--- src/rtl/pipe_reg_elastic.sv ---
// pipe_reg_elastic: multi-stage valid/ready register pipeline with bubble
// collapsing, flush, synchronous clear and a registered occupancy count.
// NEGEDGE chooses whether the state registers capture on the falling edge (1)
// or on the rising edge (0) of clk.
module pipe_reg_elastic #(
    parameter int WIDTH   = 32,
    parameter int STAGES  = 2,
    parameter int NEGEDGE = 1
) (
    input  logic                        clk,
    input  logic                        clr,
    input  logic                        flush,
    input  logic                        in_valid,
    input  logic [WIDTH-1:0]            in_data,
    output logic                        in_ready,
    output logic                        out_valid,
    output logic [WIDTH-1:0]            out_data,
    input  logic                        out_ready,
    output logic [$clog2(STAGES+1)-1:0] count
);

    localparam int CW = $clog2(STAGES + 1);

    logic [STAGES-1:0] v_q;
    logic [STAGES-1:0] v_d;
    logic [STAGES-1:0] rdy;
    logic [WIDTH-1:0]  data_q [STAGES];
    logic [WIDTH-1:0]  data_d [STAGES];
    logic [CW-1:0]     count_q;
    logic [CW-1:0]     count_d;

    // Readiness ripples back from the output: a stage can load when it is empty or its occupant moves on.
    always_comb begin
        rdy = '0;
        rdy[STAGES-1] = out_ready | ~v_q[STAGES-1];
        for (int unsigned k = 1; k < STAGES; k++) begin
            rdy[STAGES-1-k] = rdy[STAGES-k] | ~v_q[STAGES-1-k];
        end
    end

    // Next stage contents: flush empties every stage but keeps the data registers; ready stages take their upstream item.
    always_comb begin
        v_d    = v_q;
        data_d = data_q;
        if (flush) begin
            v_d = '0;
        end else begin
            if (rdy[0]) begin
                v_d[0] = in_valid;
                if (in_valid) begin
                    data_d[0] = in_data;
                end
            end
            for (int unsigned i = 1; i < STAGES; i++) begin
                if (rdy[i]) begin
                    v_d[i] = v_q[i-1];
                    if (v_q[i-1]) begin
                        data_d[i] = data_q[i-1];
                    end
                end
            end
        end
    end

    // Occupancy of the next state, so count moves on the same edge as the valid bits.
    always_comb begin
        count_d = '0;
        for (int unsigned i = 0; i < STAGES; i++) begin
            count_d = count_d + CW'(v_d[i]);
        end
    end

    // Only one capture process exists, on the edge picked by NEGEDGE; clr overrides everything.
    if (NEGEDGE != 0) begin : g_fall
        always_ff @(negedge clk) begin
            if (clr) begin
                v_q     <= '0;
                data_q  <= '{default: '0};
                count_q <= '0;
            end else begin
                v_q     <= v_d;
                data_q  <= data_d;
                count_q <= count_d;
            end
        end
    end else begin : g_rise
        always_ff @(posedge clk) begin
            if (clr) begin
                v_q     <= '0;
                data_q  <= '{default: '0};
                count_q <= '0;
            end else begin
                v_q     <= v_d;
                data_q  <= data_d;
                count_q <= count_d;
            end
        end
    end

    assign in_ready  = rdy[0] & ~flush & ~clr;
    assign out_valid = v_q[STAGES-1] & ~flush & ~clr;
    assign out_data  = data_q[STAGES-1];
    assign count     = count_q;

endmodule

--- config.mk ---
export PLATFORM = sky130hd
export DESIGN_NAME = pipe_reg_elastic
export DESIGN_NICKNAME = d
export VERILOG_FILES = /design/src/rtl/pipe_reg_elastic.sv
export SDC_FILE = /design/constraint.sdc
export NUM_CORES = 1
export LEC_CHECK = 0
export ABC_AREA = 1
export CAP_MARGIN = 25
export CORE_AREA = 3 3 94 87
export DETAILED_ROUTE_END_ITERATION = 10
export DIE_AREA = 0 0 97 90
export PLACE_DENSITY = 0.74
export SLEW_MARGIN = 5
export SYNTH_ARGS = -nofsm -noshare
export SYNTH_HDL_FRONTEND = slang
export SYNTH_SLANG_ARGS = --single-unit
--- constraint.sdc ---
create_clock -name clk -period 1.2 [get_ports clk]
set_input_delay 0.24 -clock clk [delete_from_list [all_inputs] [get_ports clk]]
set_output_delay 0.24 -clock clk [all_outputs]
set_load 0.01 [all_outputs]
Word level (Yosys, flattened, before mapping)
Index checks and enable logic that the tools add are counted.

operators by class
  $add $sub $neg = 1
  multipliers = 0
  div/mod/pow operators = 0
  order comparisons = 0
  eq/ne operators = 0
  shift operators = 0
  muxes and demuxes = 3
  bitwise gates (word level) = 10
  reductions and logical operators = 2

operator list
  operator              number
  AND reduction 3 bit   2
  bitwise AND 1 bit     4
  inverter 1 bit        4
  adder 1 x 1 -> 2 bit  1
  two-way mux 1 bit     2
  two-way mux 2 bit     1
  OR 1 bit              2

storage, ports and cells
  bits in registers = 68
  bits in latches = 0
  memory bits (writable) = 0
  ROM bits = 0
  output and inout port bits = 36
  memories kept = 0

Longest topological paths before layout
  depth after elaboration = 6
  mapped depth = 8
  depth with buffers taken out = 6

==> flow_metrics.py <==
metrics = {
    "synthesis": {
        "ys_seq_area_share_pct": 42.4,
        "synth_area_um2": 3210,
        "syn_avg_cell_area_um2": 7.23,
        "ys_warn_count": 0,
        "ys_seq_elements": 68,
        "synth_cells": 444,
        "synthDistinctLibCells": 18,
        "synth_nets": 482,
    },
    "job": {
        "drv_cap": 0,
    },
    "floorplan": {
        "fp.dieW_um": 97,
        "fp.dieH_um": 90,
        "rows": 29,
        "core_um2": 7150,
        "io_pins": 73,
        "die-area_um2": 8730,
        "start_util_pct": 44.9,
    },
    "layout": {
        "syn_to_final_growth_pct": 102,
        "antenna_cells": 0,
        "final_nets": 680,
        "drive_gt1_share_pct": 51.7,
        "final_common_cell": "inv_1",
        "final_cell_mix": "102 x inv_1, 66 x buf_6, 55 x nand2_1",
        "fin_area_um2": 6480,
    },
    "sta": {
        "grt_setup_unrepaired": "true",
        "relSlewSlack_pct": 59.4,
        "whs_ns": 0.497,
        "finalWorstSetupSlack_ns": -0.957,
        "setup_viol_count_final": 104,
        "worstMarginPinSlew_ns": 0.602,
        "skew_ns": 0.0409,
        "hold_viol": 0,
        "finalMaxSlewViolations": 0,
    },
    "critical_path": {
        "r2r_cells": 11,
        "cp-end-kind": "output pin",
        "cp-start-kind": "flop",
        "critPathKind": "flop to output pin",
        "timing.rr.end": "data_q[44]",
        "cp_data_arrival_time_ns": 1.92,
        "cp_max_fo": 2,
        "cp.required_ns": 0.96,
        "reg2reg_slack_ns": -0.70,
        "r2r_start": "v_q[0]",
    },
    "place": {
        "place.gp.congestion": 0.744,
        "placed_area_um2": 4180,
        "numPortBuffers": 72,
        "place_hpwl_um": 4970,
    },
    "cts": {
        "hold_buffers": 0,
        "cts_max_path_buffers": 2,
        "cts_max_level": 3,
        "clk_latency_ns": 0.44,
        "clock-sinks": 68,
        "root_buffer": "clkbuf_8",
        "clk_pin_slew_ns": 0.08,
        "cts_buffers": 9,
        "cts_tree": "built",
    },
    "grt": {
        "antenna_found_initial": 0,
        "grt_use_total_pct": 27.9,
        "grt_pass1_wl_um": 19300,
        "overflow": 0,
        "grt_start_max_net_pins": 29,
        "first_global_vias": 3941,
    },
    "route": {
        "post_drt_wl_per_cell_um": 24.7,
        "drtIter0Drc": 490,
        "drt_first_pass_iters": 5,
        "avgViaCountPerCell": 5.94,
        "drc_errors": 0,
        "drt_wl_total_um": 18300,
        "vias": 4386,
        "antenna_left": 0,
    },
    "worst_hold_path": {
        "hold_path_depth": 2,
        "min_delay_worst_endpoint": "data_q[55]",
        "min_path_type": "flop to flop",
        "hp-start": "data_q[55]",
    },
    "pwr": {
        "ir_drop_mv": 1.09,
        "leakagePower_uw": 0.00311,
        "power_density_nw_per_um2": 1180,
    },
    "outcome": {
        "status": "finished with violations",
        "violations": "negative setup slack",
    },
}
## registers in the layout, indices dropped and copies added (netlist names)
signal    count
count         2
data_q       32
out_data     32
v_q           2
## per-layer routing
layer / up-vias / GRT usage (%) / share of wire, %
li1: 1743 / - / -
met1: 2052 / 30.1 / 36
met2: 429 / 46.0 / 45
met3: 162 / 9.44 / 11
met4: 0 / 19.1 / 8.3
met5: - / 0 / 0
## cells by family (layout without fill, tap and decap cells)
family | Yosys count | after routing | share of synthesized area [%]
and+or+nand+nor | 236 | 236 | 33.3
AOI/OAI and AO/OA | 36 | 36 | 5.62
adders and majority gates | 1 | 1 | 0.390
DFF | 68 | 68 | 42.4
buffers and inverters | 103 | 305 | 18.2
## power breakdown
group | switching [µW] | total (µW) | internal (µW)
logic | 634 | 1350 | 721
registers | 114 | 2490 | 2380
clock network | 2100 | 3780 | 1680
## worst max path at each step
stage / startpoint / to / slack (ns) / depth (start not counted)
finish: v_q[0] / in_ready / -0.96 / 5
global route: v_q[0] / in_ready / -0.97 / 5
CTS: v_q[0] / in_ready / -0.78 / 5
detailed placement: out_ready / out_data[12] / -1.06 / 7
global placement: out_ready / out_data[13] / -1.03 / 7
floorplan: out_ready / count[0] / -0.52 / 8
## cells in the mapped netlist
master / count / share of area, %
nand2_1: 67 / 7.8
nor2_4: 2 / 0.70
nand3_1: 32 / 5.0
clkbuf_1: 3 / 0.35
nor2_2: 1 / 0.20
ha_1: 1 / 0.39
buf_2: 8 / 1.2
a21oi_1: 35 / 5.5
buf_1: 5 / 0.59
nor2_1: 101 / 12
buf_6: 6 / 2.1
buf_4: 38 / 8.9
o21ai_0: 1 / 0.16
inv_2: 2 / 0.23
inv_1: 41 / 4.8
nand3b_1: 32 / 7.5
nand3_2: 1 / 0.31
dfxtp_1: 68 / 42
## stage by stage
stage               worst slack (ns)  power, µW  std cells  TNS [ns]  utilization (%)
floorplan                     -0.520       3310        444    -24.24                -
global route                  -0.966       7870        739    -53.79             90.7
global placement               -1.03       3530        576    -85.23             58.5
finish                        -0.957       7630        739    -53.12             90.7
CTS                           -0.778       6730        701    -47.50             78.8
detailed placement             -1.06       3550        576    -86.59             58.5
## cell type report
type / count / area (µm²)
timing repair buffer: 180 / 2300
multi-input combinational: 273 / 1970
sequential: 68 / 1420
fill: 234 / 668
clock inverter: 74 / 365
inverter: 42 / 191
clock buffer: 9 / 124
tap: 93 / 116
## critical path: stages, from the launching register on
cell and delay [ns]:
dfxtp_2 0.41, nand3_4 0.12, buf_8 0.14, nand2_4 0.05
inv_2 0.04, buf_6 0.11
## what timing repair did
item | in CTS | in global routing
resized for setup | 292 | 127
buffers inserted | 30 | 40
gates cloned | 14 | 8
pin swaps | 37 | 48
setup endpoints to repair | 104 | 104
Power figures use the tool's default switching activity.
